--- src/rtl/reset_sequencer.sv ---
// reset_sequencer
//   Collects NUM_SRC asynchronous active-low reset requests and one synchronous software request.
//   Each async request is synchronised and glitch-filtered. The combined request holds every local
//   reset asserted. Once HOLD_CYCLES request-free cycles have passed, the local resets release one
//   at a time, STAGE_GAP cycles apart and in ascending bit order. A sticky cause register records
//   which requests fired.
// Ports
//   clk          : clock for all logic
//   reset        : synchronous active-high block reset; overrides every other input
//   arst_n_in    : [NUM_SRC] asynchronous active-low reset requests
//   sw_reset     : synchronous single-cycle software reset request
//   cause_clr    : synchronous pulse that clears cause (a simultaneous set wins)
//   rst_out      : [NUM_STAGES] active-high local resets; bit 0 releases first
//   all_released : high while every rst_out bit is low
//   cause        : [NUM_SRC+1] sticky cause bits; [k] = arst_n_in[k], [NUM_SRC] = sw_reset
module reset_sequencer #(
  parameter int unsigned NUM_SRC       = 2,
  parameter int unsigned SYNC_STAGES   = 3,
  parameter int unsigned FILTER_CYCLES = 4,
  parameter int unsigned HOLD_CYCLES   = 16,
  parameter int unsigned NUM_STAGES    = 3,
  parameter int unsigned STAGE_GAP     = 8
) (
  input  logic                  clk,
  input  logic                  reset,
  input  logic [NUM_SRC-1:0]    arst_n_in,
  input  logic                  sw_reset,
  input  logic                  cause_clr,
  output logic [NUM_STAGES-1:0] rst_out,
  output logic                  all_released,
  output logic [NUM_SRC:0]      cause
);

  if (NUM_SRC == 0)       begin : gen_bad_num_src   $error("NUM_SRC must be >= 1");       end
  if (SYNC_STAGES < 2)    begin : gen_bad_sync      $error("SYNC_STAGES must be >= 2");   end
  if (FILTER_CYCLES == 0) begin : gen_bad_filter    $error("FILTER_CYCLES must be >= 1"); end
  if (HOLD_CYCLES == 0)   begin : gen_bad_hold      $error("HOLD_CYCLES must be >= 1");   end
  if (NUM_STAGES == 0)    begin : gen_bad_stages    $error("NUM_STAGES must be >= 1");    end
  if (STAGE_GAP == 0)     begin : gen_bad_gap       $error("STAGE_GAP must be >= 1");     end

  localparam int unsigned CntMax = (HOLD_CYCLES > STAGE_GAP) ? HOLD_CYCLES : STAGE_GAP;
  localparam int unsigned CntW   = $clog2(CntMax + 1);
  localparam int unsigned FltW   = $clog2(FILTER_CYCLES + 1);

  localparam logic [CntW-1:0]       HoldLast = CntW'(HOLD_CYCLES - 1);
  localparam logic [CntW-1:0]       GapLast  = CntW'(STAGE_GAP - 1);
  localparam logic [FltW-1:0]       FltMax   = FltW'(FILTER_CYCLES);
  // Reset vector after the first stage has dropped.
  localparam logic [NUM_STAGES-1:0] FirstRel = {NUM_STAGES{1'b1}} << 1;

  typedef enum logic [1:0] {StHold, StRelease, StRun} state_e;

  (* ASYNC_REG = "TRUE" *) logic [NUM_SRC-1:0][SYNC_STAGES-1:0] sync_q;

  logic [NUM_SRC-1:0][FltW-1:0] flt_cnt_q, flt_cnt_d;
  logic [NUM_SRC-1:0]           filt_q, filt_d;
  logic                         req;
  state_e                       state_q, state_d;
  logic [CntW-1:0]              hold_cnt_q, hold_cnt_d;
  logic [CntW-1:0]              gap_cnt_q, gap_cnt_d;
  logic [NUM_STAGES-1:0]        rst_out_q, rst_out_d;
  logic [NUM_SRC:0]             cause_q, cause_d;

  // Glitch filter: assert only after FILTER_CYCLES consecutive synced-low samples; any high
  // sample drops the request immediately.
  always_comb begin
    flt_cnt_d = flt_cnt_q;
    filt_d    = filt_q;
    for (int unsigned k = 0; k < NUM_SRC; k++) begin
      if (sync_q[k][SYNC_STAGES-1]) begin
        flt_cnt_d[k] = '0;
        filt_d[k]    = 1'b0;
      end else begin
        flt_cnt_d[k] = (flt_cnt_q[k] == FltMax) ? flt_cnt_q[k] : flt_cnt_q[k] + FltW'(1);
        filt_d[k]    = (flt_cnt_d[k] == FltMax);
      end
    end
  end

  assign req = (|filt_q) | sw_reset;

  always_comb begin
    state_d    = state_q;
    hold_cnt_d = hold_cnt_q;
    gap_cnt_d  = gap_cnt_q;
    rst_out_d  = rst_out_q;
    case (state_q)
      StHold: begin
        rst_out_d = '1;
        if (req) begin
          hold_cnt_d = '0;
        end else if (hold_cnt_q >= HoldLast) begin
          hold_cnt_d = '0;
          gap_cnt_d  = '0;
          rst_out_d  = FirstRel;
          state_d    = (NUM_STAGES == 1) ? StRun : StRelease;
        end else begin
          hold_cnt_d = hold_cnt_q + CntW'(1);
        end
      end
      StRelease: begin
        if (req) begin
          rst_out_d  = '1;
          hold_cnt_d = '0;
          state_d    = StHold;
        end else if (gap_cnt_q >= GapLast) begin
          gap_cnt_d = '0;
          // Shifting in a zero keeps the vector monotonic: bit i only falls after bit i-1.
          rst_out_d = rst_out_q << 1;
          if (rst_out_d == '0) state_d = StRun;
        end else begin
          gap_cnt_d = gap_cnt_q + CntW'(1);
        end
      end
      StRun: begin
        rst_out_d = '0;
        if (req) begin
          rst_out_d  = '1;
          hold_cnt_d = '0;
          state_d    = StHold;
        end
      end
      default: begin
        rst_out_d  = '1;
        hold_cnt_d = '0;
        state_d    = StHold;
      end
    endcase
  end

  // Sets are OR-ed in after the clear so a same-cycle event is never lost.
  always_comb begin
    cause_d                = cause_clr ? '0 : cause_q;
    cause_d[NUM_SRC-1:0]   = cause_d[NUM_SRC-1:0] | (filt_d & ~filt_q);
    cause_d[NUM_SRC]       = cause_d[NUM_SRC] | sw_reset;
  end

  always_ff @(posedge clk) begin
    if (reset) begin
      sync_q     <= '1;
      flt_cnt_q  <= '0;
      filt_q     <= '0;
      state_q    <= StHold;
      hold_cnt_q <= '0;
      gap_cnt_q  <= '0;
      rst_out_q  <= '1;
      cause_q    <= '0;
    end else begin
      for (int unsigned k = 0; k < NUM_SRC; k++) begin
        sync_q[k] <= {sync_q[k][SYNC_STAGES-2:0], arst_n_in[k]};
      end
      flt_cnt_q  <= flt_cnt_d;
      filt_q     <= filt_d;
      state_q    <= state_d;
      hold_cnt_q <= hold_cnt_d;
      gap_cnt_q  <= gap_cnt_d;
      rst_out_q  <= rst_out_d;
      cause_q    <= cause_d;
    end
  end

  assign rst_out      = rst_out_q;
  assign all_released = (state_q == StRun);
  assign cause        = cause_q;

endmodule

--- config.mk ---
export PLATFORM = sky130hd
export DESIGN_NAME = reset_sequencer
export DESIGN_NICKNAME = d
export VERILOG_FILES = /design/src/rtl/reset_sequencer.sv
export SDC_FILE = /design/constraint.sdc
export NUM_CORES = 1
export LEC_CHECK = 0
export ABC_AREA = 1
export CAP_MARGIN = 0
export CELL_PAD_IN_SITES_DETAIL_PLACEMENT = 0
export CELL_PAD_IN_SITES_GLOBAL_PLACEMENT = 2
export CORE_ASPECT_RATIO = 0.6
export CORE_UTILIZATION = 30
export CTS_BUF_LIST = sky130_fd_sc_hd__clkbuf_4
export DETAILED_ROUTE_END_ITERATION = 12
export GPL_ROUTABILITY_DRIVEN = 0
export HOLD_SLACK_MARGIN = 0.08
export PLACE_DENSITY_LB_ADDON = 0.12
export SLEW_MARGIN = 40
export SYNTH_ARGS = -nofsm -noshare
export SYNTH_HDL_FRONTEND = slang
export SYNTH_SLANG_ARGS = --single-unit
--- constraint.sdc ---
create_clock -name clk -period 2 [get_ports clk]
set_input_delay 0.4 -clock clk [delete_from_list [all_inputs] [get_ports clk]]
set_output_delay 0.4 -clock clk [all_outputs]
set_load 0.02 [all_outputs]
==> results.yml, run 1 <==
finish:
  postLayoutCoreUtil_pct: 37.4
  antennaDiodeCount: 0
  finalNetCount: 230
  layout-area-overhead-vs-synth_pct: 16.8
  post-route-cell-area_um2: 1760
  drive_above_1_share_pct: 15.4
worst_setup_path:
  slowest_delay_ns: 0.40
  critPathLaunch: "state_q[0]$_SDFFE_PP0P_"
  worst_r2r_endpoint: "hold_cnt_q[2]$_SDFFE_PP0P_"
  crit_fanout: 4
  crit_slowest_cell: "dfxtp_1"
  arrival_ns: 1.38
  crit_required_ns: 1.60
  setup.worst_path.start_class: "register"
  worst_setup_path_end_kind: "output pin"
  path_cells: "inv_1 -> ha_1 -> dlygate4sd2_1"
  reg2regPathDepth: 8
  crit-reg2reg-launch: "hold_cnt_q[0]$_SDFFE_PP0P_"
  cp-endpoint: "all_released"
  r2r_slack_ns: 0.28
  timing_worst_setup_path_type: "reg -> out"
grt:
  grt_remaining_overflow: 0
  grt_pass1_vias: 1131
  number_of_antenna_violations_at_the_first_check_in_global_routing: 0
  grt_start_max_net_pins: 12
  global_route_wire_length_before_repair_um: 5100
  groute.usage.overall_pct: 12.7
floorplan:
  floorplan.die_area_um2: 5320
  placeableCoreArea_um2: 4710
  placement_row_count: 19
  floorplan.initialDensity_pct: 32.0
  chipHeight_um: 56.9
  io_pins: 13
  die_wd_um: 93.5
logic_synthesis:
  synth_edf_count: 0
  synth_warnings: 0
  synthesis.area_um2: 1510
  syn-num-nets: 211
  yosysUniqueCellTypes: 29
  synthesis.instances: 194
  largest_cells_by_area_after_synthesis: "dfxtp_1 (42%), ha_1 (9.1%), nand2_1 (8.7%)"
  synth_seq_cells: 32
  synth_area_leader_cell: "dfxtp_1"
  ys_dominant_reg_cell: "dfxtp_1"
  synth_async_sr_flop_share_pct: 0
  synth_area_per_cell_um2: 7.77
  post-synth-top-area-fraction_pct: 42.5
  ys_seq_area_share_pct: 42.5
power_and_ir_drop:
  cellPowerDensity_nw_per_um2: 608
  irDropWorstVdd_v: 0.000243
  cellLeakagePower_nw: 0.791
  totalPowerFinal_mw: 1.07
detailed_routing:
  via_per_inst: 4.25
  detailroute.via_count: 1176
  drt_pass1_iterations: 4
  ant_nets: 0
  wl_per_cell_um: 10.5
  drt-initial-drc-count: 33
  wl_um: 2900
  post-route-drc-count: 0
clocking:
  cts_buffers: 5
  holdBufCountCts: 0
  clkLatencyLatePin_ns: 0.33
  cts_max_level: 2
  postCtsSetupRepairBufs: 0
  cts_tree: "yes"
  clk_pin_slew_worst_paths_ns: 0.10
  clock_tree.root_cell: "clkbuf_4"
  clkSinkCount: 32
  clock_tree.buffer_depth: 2
run:
  max_cap_viol_count: 0
placed_design:
  place_area_um2: 1710
  io_buffer_count: 12
  post-dp-hpwl_um: 2170
status:
  run_status: "finished clean"
timing:
  layout_worst_path_cycle_share_pct: 88.9
  worst-slew-pin-transition_ns: 0.282
  tns_ns: 0
  clock_skew_ns: 0.00652
  hold_viol: 0
  finalWorstPathRequiredPeriod_ns: 1.78
  fmax_ghz: 0.562
  max-slew-margin-rel_pct: 81.1
  final_max_slew_viol_count: 0
  rsz0062_at_grt: "false"
  final_setup_violations: 0
worst_hold_path:
  worst_hold_path_type: "reg -> reg"
-- metrics by stage --
step	hold WS, ns	setup WS (ns)	instances
global route	0.432	0.132	277
finish	0.417	0.222	277
CTS	0.423	0.198	277
detailed placement	0.398	0.138	269
global placement	0.392	0.173	269
floorplan	0.389	0.444	194
-- worst max-delay path: cells and delay by family (launching register included) --
kind / cells / cell delay, ns
DFF: 1 / 0.40
adders and majority gates: 1 / 0.24
buffers and inverters: 2 / 0.41
-- synth_stat cells, types with 2 or more instances --
master	instances
o21ai_0	10
a21oi_1	11
dfxtp_1	32
or2_2	6
nand3_1	9
nor2_1	20
clkinv_1	2
ha_1	11
or2_1	2
nand3_2	2
nand2_2	5
a21oi_2	2
nand2_1	35
xor2_1	2
nor3_2	2
inv_1	30
-- cell type report --
class                   instances  area [um2]
multi-input cells             126         722
fillers                       514        2950
inverters                      34         130
repair buffers                 14         134
flip-flops and latches         32         641
clock buffers                   5        37.5
clock inverters                 3        18.8
well taps                      63        78.8
-- timing repair --
item | in CTS | in global routing
hold endpoints to repair | 0 | 0
resized for setup | 1 | 0
setup endpoints to repair | 1 | 0
-- cells in the final DEF (no fill, tap or decap), types with 5 or more instances in the layout --
master	synthesis	routed
a21oi_1	11	11
clkbuf_4	0	5
clkdlybuf4s50_1	0	11
dfxtp_1	32	32
ha_1	11	11
inv_1	30	30
nand2_1	35	35
nand2_2	5	5
nand3_1	9	9
nor2_1	20	20
o21ai_0	10	10
or2_2	6	6
-- registers in the layout (all words and copies together), names as in the netlist --
name and cells:
sync_q 6, rst_out 3, state_q 2, flt_cnt_q 6, hold_cnt_q 5, cause 3
filt_q 2, gap_cnt_q 5
-- how the worst min path moves through the flow --
stage	endpoint	cells past startpoint	startpoint	slack, ns
floorplan	sync_q[1]$_SDFF_PP1_	1	sync_q[0]$_SDFF_PP1_	0.39
global placement	sync_q[2]$_SDFF_PP1_	1	sync_q[1]$_SDFF_PP1_	0.39
detailed placement	sync_q[5]$_SDFF_PP1_	1	sync_q[4]$_SDFF_PP1_	0.40
CTS	sync_q[5]$_SDFF_PP1_	1	sync_q[4]$_SDFF_PP1_	0.42
global route	sync_q[5]$_SDFF_PP1_	1	sync_q[4]$_SDFF_PP1_	0.43
finish	sync_q[5]$_SDFF_PP1_	1	sync_q[4]$_SDFF_PP1_	0.42
-- kinds of logic after synthesis --
family          after synthesis  share of synthesized area (%)
fa+ha+maj                    11                           9.13
buf+inv                      36                           9.63
compound gates               23                           8.13
xor+xnor                      3                           1.74
flops                        32                           42.5
simple gates                 89                           28.9
-- routing by layer --
layer	global-route usage, %	part of all wire [%]	up-vias
li1	-	-	639
met1	17.3	59	512
met2	17.9	36	19
met3	4.74	4.4	6
met4	5.27	1.4	0
met5	0	0	-
-- power breakdown --
| group | internal, mW | switching [mW] |
|---|---|---|
| Combinational | 0.0244 | 0.0282 |
| Sequential | 0.646 | 0.00418 |
| Clock | 0.135 | 0.233 |
(Power assumes the default switching activity.)
==> run 2: changes to the inputs <==
--- a/config.mk
+++ b/config.mk
@@ -15,6 +15,7 @@
 export DETAILED_ROUTE_END_ITERATION = 12
 export GPL_ROUTABILITY_DRIVEN = 0
 export HOLD_SLACK_MARGIN = 0.08
+export MAX_ROUTING_LAYER = met4
 export PLACE_DENSITY_LB_ADDON = 0.12
 export SLEW_MARGIN = 40
 export SYNTH_ARGS = -nofsm -noshare
==> results.yml, run 2 (synthesis gave the netlist of run 1 again) <==
placed_design:
  post-place-ws_ns: 0.138
  io_buffer_count: 12
  post-dp-hpwl_um: 2170
worst_setup_path:
  arrival_ns: 1.38
  crit_fanout: 4
  crit_slowest_cell: "dfxtp_1"
  crit_required_ns: 1.60
  worst_setup_path_end_kind: "output pin"
  critPathLaunch: "state_q[0]$_SDFFE_PP0P_"
  timing_worst_setup_path_type: "reg -> out"
  path_cells: "inv_1 -> ha_1 -> dlygate4sd2_1"
  crit-reg2reg-launch: "hold_cnt_q[0]$_SDFFE_PP0P_"
  setup.worst_path.start_class: "register"
  slowest_delay_ns: 0.40
power_and_ir_drop:
  cellLeakagePower_nw: 0.791
  totalPowerFinal_mw: 1.07
  irDropWorstVdd_v: 0.000243
  cellPowerDensity_nw_per_um2: 608
timing:
  clock_skew_ns: 0.00668
  finalWorstPathRequiredPeriod_ns: 1.78
  fin_ws_ns: 0.220
  fin_worst_hold_slack_ns: 0.417
  hold_viol: 0
  final_setup_violations: 0
  final_max_slew_viol_count: 0
  fmax_ghz: 0.562
  rsz0062_at_grt: "false"
  tns_ns: 0
  worst-slew-pin-transition_ns: 0.281
  layout_worst_path_cycle_share_pct: 89.0
  max-slew-margin-rel_pct: 81.2
clocking:
  cts_tree: "yes"
  clock_tree.root_cell: "clkbuf_4"
  cts_buffers: 5
  cts_max_level: 2
  postCtsSetupRepairBufs: 0
  clkSinkCount: 32
  clock_tree.buffer_depth: 2
  clkLatencyLatePin_ns: 0.33
  cts.repair.resized: 1
  holdBufCountCts: 0
  clk_pin_slew_worst_paths_ns: 0.10
grt:
  groute.usage.overall_pct: 13.1
  grt_pass1_vias: 1123
  number_of_antenna_violations_at_the_first_check_in_global_routing: 0
  grt_start_max_net_pins: 12
  grt_remaining_overflow: 0
  global_route_wire_length_before_repair_um: 5110
status:
  run_status: "finished clean"
finish:
  layout_commonest_cell: "nand2_1"
  postLayoutCoreUtil_pct: 37.4
  antennaDiodeCount: 0
  finalNetCount: 230
  layout-area-overhead-vs-synth_pct: 16.8
  most-common-layout-cells: "nand2_1 (35), dfxtp_1 (32), inv_1 (30)"
  biggestRegsByFlops: "flt_cnt_q (6), sync_q (6)"
  final.fill_count: 514
  drive_above_1_share_pct: 15.4
floorplan:
  io_pins: 13
  floorplan.die_area_um2: 5320
  die_wd_um: 93.5
  placement_row_count: 19
  chipHeight_um: 56.9
  floorplan.initialDensity_pct: 32.0
  placeableCoreArea_um2: 4710
detailed_routing:
  wl_per_cell_um: 10.5
  wl_um: 2910
  drt-initial-drc-count: 33
  via_per_inst: 4.23
  drt_pass1_iterations: 4
  post-route-drc-count: 0
  detailroute.via_count: 1173
  ant_nets: 0
worst_hold_path:
  worst_hold_path_type: "reg -> reg"
  timing.hold.worst.start: "sync_q[4]$_SDFF_PP1_"
run:
  max_cap_viol_count: 0
==> run 2: cell counts in the layout (fill, tap and decap cells not counted) <==
Identical to the previous run, type by type.
==> run 2: critical path: cells and delay by family, from the launching register on <==
kind                     cells  cell delay (ns)
buffers and inverters        2             0.41
flip-flops                   1             0.40
adder cells (fa/ha/maj)      1             0.24
==> run 2: metrics by stage <==
stage | area, um2 | std cells
6_report | 1760 | 277
5_1_grt | 1760 | 277
4_1_cts | 1760 | 277
3_5_place_dp | 1710 | 269
3_3_place_gp | 1710 | 269
2_1_floorplan | 1510 | 194
==> run 2: path summary, 6_finish.rpt <==
check / to / slack, ns / cells past startpoint
setup / recovery: all_released / 0.22 / 3
hold / removal: sync_q[5]$_SDFF_PP1_ / 0.42 / 1
setup reg to reg: hold_cnt_q[2]$_SDFFE_PP0P_ / 0.28 / 8
hold reg to reg: sync_q[5]$_SDFF_PP1_ / 0.42 / 1
==> run 2: area by class of cell <==
class | count | area [um2] | share of cell area, %
clock buffers | 5 | 37.5 | 2.13
clock inverters | 3 | 18.8 | 1.07
inverters | 34 | 130 | 7.39
multi-input cells | 126 | 722 | 41.0
flip-flops and latches | 32 | 641 | 36.4
well taps | 63 | 78.8 | 4.47
repair buffers | 14 | 134 | 7.60
==> run 2: power by group <==
part	internal, mW	switching, mW	leakage, nW	total (mW)
clock network	0.135	0.234	0.0349	0.369
registers	0.646	0.00418	0.260	0.650
logic	0.0244	0.0283	0.496	0.0527
==> run 2: metal layers <==
| metal | GRT usage (%) | part of all wire [%] |
|---|---|---|
| met1 | 17.3 | 59 |
| met2 | 17.9 | 36 |
| met3 | 5.96 | 4.4 |
| met4 | 3.96 | 0.93 |
| met5 | - | 0 |
